<file path="src/rtl/uart_frame_pkg.sv">
// Shared types and defaults for the UART frame parser: FSM states, frame geometry
// and the saturating error-counter increment.
package uart_frame_pkg;

   typedef enum logic [2:0] {
      IDLE = 3'd0,
      FUNC = 3'd1,
      DATA = 3'd2,
      CSUM = 3'd3,
      TAIL = 3'd4
   } state_t;

   localparam int unsigned FRAME_DATA_BYTES    = 10;
   localparam logic [7:0]  DEFAULT_HEADER      = 8'h55;
   localparam logic [7:0]  DEFAULT_TAIL        = 8'hAA;
   localparam int unsigned DEFAULT_TIMEOUT_CYC = 50000;

   function automatic logic [7:0] sat_inc(input logic [7:0] v);
      return (v == 8'hFF) ? v : v + 8'd1;
   endfunction

endpackage

</file>
<file path="src/rtl/uart_frame_parser_if.sv">
// Byte stream from the UART receiver: one data byte qualified by a one-cycle strobe.
interface uart_frame_parser_if;

   logic [7:0] uart_data;
   logic       uart_done;

   modport master (output uart_data, output uart_done);
   modport slave  (input  uart_data, input  uart_done);

endinterface

</file>
<file path="src/rtl/uart_frame_timeout.sv">
// Inter-byte watchdog: counts strobe-free cycles while enabled, pulses expire when the
// count reaches _TIMEOUT_CYC-1. A kick in the expiry cycle wins and suppresses the pulse.
module uart_frame_timeout #(
   parameter int unsigned _TIMEOUT_CYC = 50000
) (
   input  logic clk_50M,
   input  logic rst_n,
   input  logic enable,
   input  logic kick,
   output logic expire
);

   localparam int unsigned    CW   = $clog2(_TIMEOUT_CYC);
   localparam logic [CW-1:0]  LAST = CW'(_TIMEOUT_CYC - 1);

   logic [CW-1:0] cnt;

   assign expire = enable && !kick && (cnt == LAST);

   always_ff @(posedge clk_50M) begin
      if (!rst_n) begin
         cnt <= '0;
      end else if (!enable || kick || expire) begin
         cnt <= '0;
      end else begin
         cnt <= cnt + CW'(1);
      end
   end

endmodule

</file>
<file path="src/rtl/uart_frame_parser.sv">
// Frames the UART byte stream (header, func, 10 data, checksum, tail), publishes good
// frames with a one-cycle pack_done and drops bad or stalled frames with pack_err.
module uart_frame_parser
   import uart_frame_pkg::*;
#(
   parameter logic [7:0]  _HEADER      = DEFAULT_HEADER,
   parameter logic [7:0]  _TAIL        = DEFAULT_TAIL,
   parameter int unsigned _TIMEOUT_CYC = DEFAULT_TIMEOUT_CYC
) (
   input  logic                clk_50M,
   input  logic                rst_n,
   uart_frame_parser_if.slave  rx,
   output logic [7:0]          func_reg,
   output logic [7:0]          rev_data1,
   output logic [7:0]          rev_data2,
   output logic [7:0]          rev_data3,
   output logic [7:0]          rev_data4,
   output logic [7:0]          rev_data5,
   output logic [7:0]          rev_data6,
   output logic [7:0]          rev_data7,
   output logic [7:0]          rev_data8,
   output logic [7:0]          rev_data9,
   output logic [7:0]          rev_data10,
   output logic                pack_done,
   output logic                pack_err,
   output logic [7:0]          err_cnt
);

   localparam logic [3:0] LAST_IDX = 4'(FRAME_DATA_BYTES - 1);

   state_t     state, state_d;
   logic [3:0] idx, idx_d;
   logic [7:0] sum, sum_d;
   logic [7:0] shadow_func;
   logic [7:0] shadow [FRAME_DATA_BYTES];
   logic       func_we, data_we, commit, err;
   logic       expire;

   uart_frame_timeout #(
      ._TIMEOUT_CYC(_TIMEOUT_CYC)
   ) u_timeout (
      .clk_50M (clk_50M),
      .rst_n   (rst_n),
      .enable  (state != IDLE),
      .kick    (rx.uart_done),
      .expire  (expire)
   );

   always_comb begin
      state_d = state;
      idx_d   = idx;
      sum_d   = sum;
      func_we = 1'b0;
      data_we = 1'b0;
      commit  = 1'b0;
      err     = 1'b0;
      if (rx.uart_done) begin
         // Error-terminating bytes return to IDLE without being re-examined as a header.
         unique case (state)
            IDLE: if (rx.uart_data == _HEADER) state_d = FUNC;
            FUNC: begin
               func_we = 1'b1;
               sum_d   = rx.uart_data;
               idx_d   = '0;
               state_d = DATA;
            end
            DATA: begin
               data_we = 1'b1;
               sum_d   = sum + rx.uart_data;
               if (idx == LAST_IDX) state_d = CSUM;
               else                 idx_d   = idx + 4'd1;
            end
            CSUM: begin
               if (rx.uart_data == sum) begin
                  state_d = TAIL;
               end else begin
                  err     = 1'b1;
                  state_d = IDLE;
               end
            end
            TAIL: begin
               commit  = (rx.uart_data == _TAIL);
               err     = (rx.uart_data != _TAIL);
               state_d = IDLE;
            end
            default: state_d = IDLE;
         endcase
      end else if (expire) begin
         err     = 1'b1;
         state_d = IDLE;
      end
   end

   always_ff @(posedge clk_50M) begin
      if (!rst_n) begin
         state       <= IDLE;
         idx         <= '0;
         sum         <= '0;
         shadow_func <= '0;
         for (int unsigned i = 0; i < FRAME_DATA_BYTES; i++) shadow[i] <= '0;
         func_reg    <= '0;
         rev_data1   <= '0;
         rev_data2   <= '0;
         rev_data3   <= '0;
         rev_data4   <= '0;
         rev_data5   <= '0;
         rev_data6   <= '0;
         rev_data7   <= '0;
         rev_data8   <= '0;
         rev_data9   <= '0;
         rev_data10  <= '0;
         pack_done   <= 1'b0;
         pack_err    <= 1'b0;
         err_cnt     <= '0;
      end else begin
         state     <= state_d;
         idx       <= idx_d;
         sum       <= sum_d;
         pack_done <= commit;
         pack_err  <= err;
         if (func_we) shadow_func <= rx.uart_data;
         if (data_we) shadow[idx] <= rx.uart_data;
         if (err)     err_cnt     <= sat_inc(err_cnt);
         if (commit) begin
            func_reg   <= shadow_func;
            rev_data1  <= shadow[0];
            rev_data2  <= shadow[1];
            rev_data3  <= shadow[2];
            rev_data4  <= shadow[3];
            rev_data5  <= shadow[4];
            rev_data6  <= shadow[5];
            rev_data7  <= shadow[6];
            rev_data8  <= shadow[7];
            rev_data9  <= shadow[8];
            rev_data10 <= shadow[9];
         end
      end
   end

endmodule
</file>
<file path="src/flat_wrapper.sv">
// flat-port wrapper written by rule: the top's interface ports become plain ports
module uart_frame_parser_flat import uart_frame_pkg::*;
#(
   parameter logic [7:0]  _HEADER      = DEFAULT_HEADER,
   parameter logic [7:0]  _TAIL        = DEFAULT_TAIL,
   parameter int unsigned _TIMEOUT_CYC = DEFAULT_TIMEOUT_CYC
)
  (clk_50M, rst_n, func_reg, rev_data1, rev_data2, rev_data3, rev_data4, rev_data5, rev_data6, rev_data7, rev_data8, rev_data9, rev_data10, pack_done, pack_err, err_cnt, rx_uart_data, rx_uart_done);
  uart_frame_parser_if rx_i ();
  input  logic clk_50M;
  input  logic rst_n;
  output logic [7:0] func_reg;
  output logic [7:0] rev_data1;
  output logic [7:0] rev_data2;
  output logic [7:0] rev_data3;
  output logic [7:0] rev_data4;
  output logic [7:0] rev_data5;
  output logic [7:0] rev_data6;
  output logic [7:0] rev_data7;
  output logic [7:0] rev_data8;
  output logic [7:0] rev_data9;
  output logic [7:0] rev_data10;
  output logic pack_done;
  output logic pack_err;
  output logic [7:0] err_cnt;
  input wire logic [$bits(rx_i.uart_data)-1:0] rx_uart_data;
  input wire logic [$bits(rx_i.uart_done)-1:0] rx_uart_done;
  assign rx_i.uart_data = rx_uart_data;
  assign rx_i.uart_done = rx_uart_done;
  uart_frame_parser #(._HEADER(_HEADER), ._TAIL(_TAIL), ._TIMEOUT_CYC(_TIMEOUT_CYC)) u_core (.clk_50M(clk_50M), .rst_n(rst_n), .rx(rx_i), .func_reg(func_reg), .rev_data1(rev_data1), .rev_data2(rev_data2), .rev_data3(rev_data3), .rev_data4(rev_data4), .rev_data5(rev_data5), .rev_data6(rev_data6), .rev_data7(rev_data7), .rev_data8(rev_data8), .rev_data9(rev_data9), .rev_data10(rev_data10), .pack_done(pack_done), .pack_err(pack_err), .err_cnt(err_cnt));
endmodule
</file>
<file path="config.mk">
export PLATFORM = sky130hd
export DESIGN_NAME = uart_frame_parser_flat
export DESIGN_NICKNAME = d
export VERILOG_FILES = /design/src/rtl/uart_frame_pkg.sv /design/src/rtl/uart_frame_parser_if.sv /design/src/rtl/uart_frame_timeout.sv /design/src/rtl/uart_frame_parser.sv /design/src/flat_wrapper.sv
export SDC_FILE = /design/constraint.sdc
export NUM_CORES = 1
export LEC_CHECK = 0
export CAP_MARGIN = 10
export CORE_MARGIN = 4
export CORE_UTILIZATION = 50
export CTS_BUF_LIST = sky130_fd_sc_hd__clkbuf_8
export DETAILED_ROUTE_END_ITERATION = 8
export HOLD_SLACK_MARGIN = 0.12
export PLACE_DENSITY = 0.73
export REMOVE_ABC_BUFFERS = 1
export SLEW_MARGIN = 20
export SYNTH_ARGS = -nofsm -noshare
export SYNTH_HDL_FRONTEND = slang
export SYNTH_SLANG_ARGS = --single-unit
</file>
<file path="constraint.sdc">
create_clock -name clk_50M -period 4.8 [get_ports clk_50M]
set_clock_uncertainty 0.15 [all_clocks]
set_input_delay 1.44 -clock clk_50M [delete_from_list [all_inputs] [get_ports clk_50M]]
set_output_delay 1.44 -clock clk_50M [all_outputs]
set_load 0.01 [all_outputs]
</file>
======== Word level (Yosys, flattened, before mapping) ========
Memory sizes are Yosys's and may differ from the RTL's. A register that Yosys moved wholly into a read port is not among the register bits.
Index checks and enable logic that the tools add are counted.
operators by class
  mux-type cells .......................... 26
  divide/modulo/power cells ............... 0
  add/subtract/negate cells ............... 4
  magnitude comparators ................... 0
  shift-type cells ........................ 0
  reductions and logical operators ........ 26
  multiply operators ...................... 0
  eq/ne operators ......................... 14
  bitwise logic cells ..................... 2
operator list
  kind                   count
  $add 16x1->16 const B  1
  $eq 16x16->1 const B   1
  $eq 8x8->1 const B     2
  $pmux 8 s2             1
  $mux 3                 5
  $mux 1                 14
  $logic_not 1->1        12
  $pmux 3 s4             1
  $add 8x1->8 const B    1
  $add 8x8->8            1
  $eq 8x7->1 const B     1
  $eq 8x8->1             1
  $mux 4                 2
  $mux 8                 1
  $ne 8x8->1 const B     1
  $pmux 4 s2             1
  $reduce_or 8->1        1
  $eq 3x2->1 const B     2
  $ne 3x2->1 const B     2
  $reduce_and 3->1       2
  $add 4x1->4 const B    1
  $eq 4x4->1 const B     1
  $reduce_and 2->1       2
  $reduce_bool 2->1      2
  other kinds (10)       13
storage, ports and cells
  ROM bits ................................ 0
  bits in latches ......................... 0
  flip-flop bits (word level) ............. 57
  output and inout bits ................... 98
  input port bits ......................... 11
  logic and storage cells ................. 82
  memories ................................ 1
  RAM bits ................................ 80
memories
  memory         words  width  rd ports  clocked after memory_dff  wr ports  RTL line                 RTL
  u_core.shadow  10     8      10        10                        10        uart_frame_parser.sv:35  logic [7:0] shadow [FRAME_DATA_BYTES];

======== Depth between registers and ports, before layout ========
Gate-level depths: netlist (run 1).
  word-level depth ........................ 8
  mapped depth ............................ 9
  mapped depth without buffers ............ 9

======== By module ========
A second synthesis (run 1) with hierarchy kept.
unflattened totals
  cells, all modules ...................... 897
  area total of the unflattened synthesis .. 8534.4 µm²
modules (own cells, without submodules)
  module              cells an instance  sequential area each (µm²)  area each (µm²)  instances
  uart_frame_parser   816                4824.6                      7803.7           1
  uart_frame_timeout  81                 320.3                       730.7            1

======== Worst setup path before layout (run 1) ========
OpenSTA, ideal clock, no wires.
  path type ............................... input port to flip-flop
  start ................................... input rx_uart_data[4]
  end ..................................... register u_core.err_cnt[5]
  setup time .............................. 0.118 ns
  data arrival time ....................... 3.051 ns
  stages on the path ...................... 7
  path buffers ............................ 0
  required time ........................... 4.532 ns
  slack ................................... 1.481 ns
  path through ............................ ha_1 nor4_1 a31oi_1 a211oi_2 nor3_1 and3_1 mux2i_1
between the ends
  word-level cells in the longest chain between the ends .. 5
  elaborated cells on any way between the ends .. 6
  those cells by class .................... 2 x eq/ne; 3 x mux; 1 x reduce/logical
RTL lines
  item                            RTL line                  RTL
  from (decl)                     flat_wrapper.sv:26        input wire logic [$bits(rx_i.uart_data)-1:0] rx_uart_data;
  $eq 8x8->1                      uart_frame_parser.sv:74   if (rx.uart_data == sum) begin
  $mux 1                          uart_frame_parser.sv:74
  $pmux 1 s2 (*)                  uart_frame_parser.sv:59   unique case (state)
  $mux 1 (*)                      uart_frame_parser.sv:57   if (rx.uart_done) begin
  $reduce_and 2->1 (no line) (*)  -
  to (signal assigned)            uart_frame_parser.sv:123  if (err) err_cnt <= sat_inc(err_cnt);
  to (decl)                       uart_frame_parser.sv:26   output logic [7:0] err_cnt
Every way passes the cells marked *; elsewhere a longest branch is shown, timed or not.
A chain may end at the register's enable or synchronous reset.

======== Worst setup path in the final report (run 1) ========
  start ................................... input rx_uart_data[3]
  end ..................................... register u_core.err_cnt[5]
Same word-level chain as after synthesis.

==> metrics.txt, run 1 <==
Overflow after GRT=0; chip width=138 um; Synth warnings=0; placed cells=1182; RSZ-0062 raised after global routing=false; PortBufs=108; First-pass DRT Iterations=5; period utilisation layout=0.781; Via density=5.20; number of global-route vias before repair=5875; DRT met1 WL=8.26 mm; placeable core region=0.0166 mm^2; post-route insts no fill=1247; CP endpoint kind=register; Hold Vio Cnt, Final=0; first-pass GRT wire length=29.3 mm; Max Clock Freq=267 MHz; setup ws final=1.05 ns; Chip Height=138 um; antenna viol nets, final=0; Placement Setup Slack=0.542 ns; Num CTS Buffers=36; Total Power=3580 uW; kind of critical path=in -> reg; most frequent cells in the layout=nand2_1, dfxtp_1, nor2_1, a21oi_1, clkdlybuf4s50_1; crit path launch type=input pin; synthesized cell area=0.00844 mm^2; Seq/Total Area, Yosys=0.610; Vias=6486; WL final=18.7 mm; Syn-to-layout area delta=23.2%; Relative slew margins=0.318; Worst-Skew Late Latency=0.53 ns; final-stage net count=1023; DRC Markers=0; Worst-path clk slew=0.05 ns; top_reg_cell synth=dfxtp_1; CTS root buf=clkbuf_8; initial core utilization=0.509; postcts setup bufs=0; asr flop ratio synth=0; fin crit period=3.75 ns; met3 WL post-DR=1.22 mm; Pleak=0.00358 uW; clk sink count=217; most common cell after layout, fill and taps aside=nand2_1; largest registers=u_core.shadow: 80 flops, u_core.u_timeout.cnt: 16 flops; Top reg by flops=u_core.shadow; Post-DP Area=0.00970 mm^2; Power Dens Cells=344 mW/mm^2; H-tree levels=2; Initial DRC Count=438; row count=47; number of flops mapped to enable cells by yosys=80; post-DP HPWL=12.4 mm; RePlAce Congestion=0.861; VDD IR-drop max=204 uV; All-Layer GR Usage=0.195; TritonCTS clock tree=done; largest net degree at the start of global routing=89; final instance area=0.0104 mm^2; fraction of layout cells with a size suffix above 1=0.0672; Syn Area/Cell=9.47 um^2; initial antenna violation count=0; Max FO, Critical Path=9; number of flip-flops in the largest register=80; met2 routed WL=8.76 mm; Hold Path Class=reg -> reg; Finish-stage setup viols=0; Max Used Layer=met4; count of pins over their slew limit=0; flops & latches, synth=217; status=completed; Wirelength per Cell=15.0 um; Die ar.=0.0190 mm^2; io pins=109; worst-margin pin slew=1.02 ns; Synth cell types=54; clock tree buffer depth=3; Max Cap Violations=0; Mapped Cells=891; Worst EP required=5.05 ns; n_diodes=0; CTS resizes=0; hold buffers post-CTS=0; Worst EP arrival=4.00 ns; setup_tns=0 ns
-- cell type report --
class                      count  area [um^2]
fill                        1427         6190
multi-input combinational    611         3040
clock buffer                  44          606
clock inverter                21         91.3
timing repair buffer         115         1160
inverter                      19         72.6
sequential                   217         5140
tap                          220          275
-- kinds of logic after synthesis --
family | count (synthesis) | share of synthesized area
adders and majority gates | 12 | 0.0187
AOI/OAI and AO/OA | 142 | 0.0924
buffers and inverters | 63 | 0.0303
and+or+nand+nor | 430 | 0.220
DFF | 217 | 0.610
muxes | 7 | 0.00831
xor gates and xnor gates | 20 | 0.0208
-- synth_stat cells (2+ instances only) --
master / number / area, um^2
and3_1: 9 / 56.3
a21oi_1: 109 / 546
o21a_1: 3 / 22.5
nor4_1: 2 / 12.5
nand2_2: 3 / 18.8
a31oi_1: 3 / 18.8
nor3_1: 8 / 40.0
inv_1: 18 / 67.6
a311oi_1: 3 / 26.3
and4_1: 3 / 26.3
nand3_1: 7 / 35.0
nand4b_1: 2 / 17.5
o211ai_1: 2 / 15.0
edfxtp_1: 80 / 2400
nor3b_1: 2 / 15.0
mux2i_1: 7 / 70.1
a21o_1: 2 / 15.0
ha_1: 11 / 138
and4bb_2: 2 / 25.0
nand3b_1: 3 / 22.5
nor2b_1: 3 / 18.8
buf_2: 9 / 45.0
dfxtp_1: 137 / 2740
nor4bb_1: 3 / 30.0
and2_1: 9 / 56.3
o21ai_0: 11 / 55.1
nand2_1: 241 / 905
clkbuf_1: 32 / 120
buf_4: 2 / 15.0
nand2b_1: 4 / 25.0
nor2_1: 116 / 435
or3_1: 3 / 18.8
xor2_1: 7 / 61.3
xnor2_1: 13 / 114
nand4_1: 3 / 18.8
-- layer usage --
layer | track usage | vias to the layer above
met4 | 0.0653 | 0
met5 | 0 | -
met3 | 0.0472 | 38
met1 | 0.258 | 3038
li1 | - | 3220
met2 | 0.317 | 190
-- worst paths after layout --
path	from	to	depth (start not counted)	slack (ns)
hold reg to reg	u_core.rev_data8[0]	u_core.rev_data8[0]	2	0.30
setup / recovery	rx_uart_data[3]	u_core.err_cnt[5]	8	1.05
hold / removal	u_core.rev_data8[0]	u_core.rev_data8[0]	2	0.30
setup reg to reg	u_core.state[1]	u_core.shadow[7][2]	6	1.92
-- per-stage QoR --
stage	hold slack [ns]	utilization
global route	0.316	0.627
detailed placement	0.296	0.585
finish	0.300	0.627
floorplan	0.268	-
CTS	0.305	0.627
global placement	0.281	0.585
-- power breakdown --
group | switching [uW] | total (uW) | internal (uW)
clock | 712 | 1540 | 831
sequential | 11.0 | 1940 | 1930
combinational | 62.6 | 92.2 | 29.6
-- worst max-delay path: stages --
cell,delay [ns]
clkdlybuf4s50_1,0.53
ha_1,0.42
nor4_1,0.38
a31oi_1,0.17
a211oi_2,0.53
nor3_1,0.18
and3_1,0.24
mux2i_1,0.11
Power figures use the tool's default switching activity.
==> run 2, diff against run 1 <==
Settings changed: PLACE_DENSITY 0.73 to 0.76.
Clock period 4.8 ns to 3.4 ns, I/O delays scaled along.
==> run 2 against run 1 <==
Compared with the run above: critical path depth up 1; largest power group unchanged; sequential power rose by 41%; register-to-register slack worse by 1.1 ns; sequential share of layout area is 0.92 points lower; wire length is 0.42% lower; critical path type unchanged.
==> metrics.txt, run 2 (synthesized netlist as in run 1, its figures left out) <==
final-stage net count=1049 (was 1023); WL final=18.6 mm (was 18.7 mm); largest registers=u_core.shadow: 80 flops, u_core.u_timeout.cnt: 16 flops (unchanged); row count=47 (unchanged); Hold Vio Cnt, Final=0 (unchanged); first-pass GRT wire length=29.5 mm (was 29.3 mm); worst-margin pin slew=0.599 ns (was 1.02 ns); CTS root buf=clkbuf_8 (unchanged); H-tree levels=2 (unchanged); DRC Markers=0 (unchanged); Buf/Inv on CP=2 (was 1); setup ws final=0.601 ns (was 1.05 ns); placed cells=1208 (was 1182); CP Depth=9 (was 8); Vias=6452 (was 6486); initial antenna violation count=0 (unchanged); number of global-route vias before repair=6051 (was 5875); All-Layer GR Usage=0.196 (was 0.195); VDD IR-drop max=323 uV (was 204 uV); Final Core Density=0.639 (was 0.627); Reg2Reg Depth=6 (unchanged); post-DP HPWL=12.3 mm (was 12.4 mm); crit path launch type=input pin (unchanged); CP endpoint kind=register (unchanged); Hold Path Class=reg -> reg (unchanged); n_diodes=0 (unchanged); Wirelength per Cell=14.6 um (was 15.0 um); Slowest-stage cell, CP=clkdlybuf4s50_1 (unchanged); Max FO, Critical Path=8 (was 9); clk sink count=217 (unchanged); Finish-stage setup viols=0 (unchanged); Worst EP required=3.65 ns (was 5.05 ns); initial core utilization=0.509 (unchanged); Overflow after GRT=0 (unchanged); Total Power=5050 uW (was 3580 uW); max incr delay on CP=0.43 ns (was 0.53 ns); Worst-Skew Late Latency=0.53 ns (about the same); multi-input logic area=0.00304 mm^2 (unchanged); postcts setup bufs=0 (unchanged); antenna viol nets, final=0 (unchanged); Placement Setup Slack=0.0424 ns (was 0.542 ns); RSZ-0062 raised after global routing=false (unchanged); FILL cells=1405 (was 1427); chip width=138 um (unchanged); Min Hold Slack=0.295 ns (was 0.300 ns); hold buffers post-CTS=0 (unchanged); RePlAce Congestion=0.856 (was 0.861); most common cell after layout, fill and taps aside=nand2_1 (unchanged); Max Cap Violations=0 (unchanged); Chip Height=138 um (unchanged); worst-path cell chain=clkdlybuf4s50_1, ha_1, nor4_1, a31oi_1, a211oi_2, buf_4, nor3_1, xnor2_1, nor2_1 (was clkdlybuf4s50_1, ha_1, nor4_1, a31oi_1, a211oi_2, nor3_1, and3_1, mux2i_1); placeable core region=0.0166 mm^2 (unchanged); Max Clock Freq=357 MHz; CTS resizes=0 (unchanged); count of pins over their slew limit=0 (unchanged); Pleak=0.00372 uW (was 0.00358 uW); kind of critical path=in -> reg (unchanged); Top reg by flops=u_core.shadow (unchanged); Relative slew margins=0.600 (was 0.318); fin crit period=2.80 ns; Sequential cell area=0.00514 mm^2 (unchanged); Worst-path clk slew=0.06 ns (was 0.05 ns); most frequent cells in the layout=nand2_1, dfxtp_1, nor2_1, a21oi_1, clkdlybuf4s50_1 (unchanged); Power Dens Cells=477 mW/mm^2 (was 344 mW/mm^2); First-pass DRT Iterations=5 (unchanged); Initial DRC Count=410 (was 438); clock tree buffer depth=3 (unchanged); PortBufs=108 (unchanged); io pins=109 (unchanged); period utilisation layout=0.823; number of flip-flops in the largest register=80 (unchanged); Num CTS Buffers=36 (unchanged); status=completed (unchanged); Top delay family on crit path=buffers and inverters (was simple AND/OR/NAND/NOR gates); TritonCTS clock tree=done (unchanged); Die ar.=0.0190 mm^2 (unchanged); post-route insts no fill=1274 (was 1247); largest net degree at the start of global routing=93 (was 89); Worst EP arrival=3.05 ns (was 4.00 ns); Syn-to-layout area delta=25.5% (was 23.2%); worst hold stages=1 (was 2); Via density=5.06 (was 5.20); fraction of layout cells with a size suffix above 1=0.0873 (was 0.0672)
-- run 2: cell count changes in the layout (fill, tap and decap cells not counted) --
cell / before / now
buf_4: 5 / 30
clkbuf_8: 44 / 39
inv_1: 31 / 36
buf_12: 2 / 3
bufinv_16: 0 / 1
clkinv_1: 3 / 2
clkinv_2: 4 / 3
clkinvlp_4: 1 / 2
inv_8: 0 / 1
-- run 2: power by group --
group          leakage (uW)  internal [uW]  switching, uW  total (uW)
combinational       0.00138           51.1           91.8         143
sequential          0.00192           2730           15.4        2740
clock              0.000412           1150           1020        2170
-- run 2: per-layer routing --
metal	global-route usage	share of wire
met5	0	0
met4	0.0637	0.022
met3	0.0544	0.084
met2	0.318	0.47
met1	0.255	0.42
-- run 2: area by class of cell --
cell class	instances	area share
clock buffer	39	0.0507
clock inverter	27	0.0142
inverter	19	0.00685
multi-input combinational	611	0.287
sequential	217	0.486
tap	220	0.0260
timing repair buffer	141	0.129
-- run 2: final timing paths --
kind,endpoint,slack [ns],from
worst min-delay path,u_core.u_timeout.cnt[0],0.29,u_core.u_timeout.cnt[0]
worst min register to register,u_core.u_timeout.cnt[0],0.29,u_core.u_timeout.cnt[0]
worst max-delay path,u_core.err_cnt[4],0.60,rx_uart_data[4]
worst max register to register,u_core.shadow[6][1],0.81,u_core.state[1]
-- run 2: stage by stage --
stage               setup TNS [ns]  instance area, um^2
floorplan                  -101.86                 8250
global placement                 0                 9900
detailed placement               0                 9900
CTS                              0                10600
global route                     0                10600
finish                           0                10600
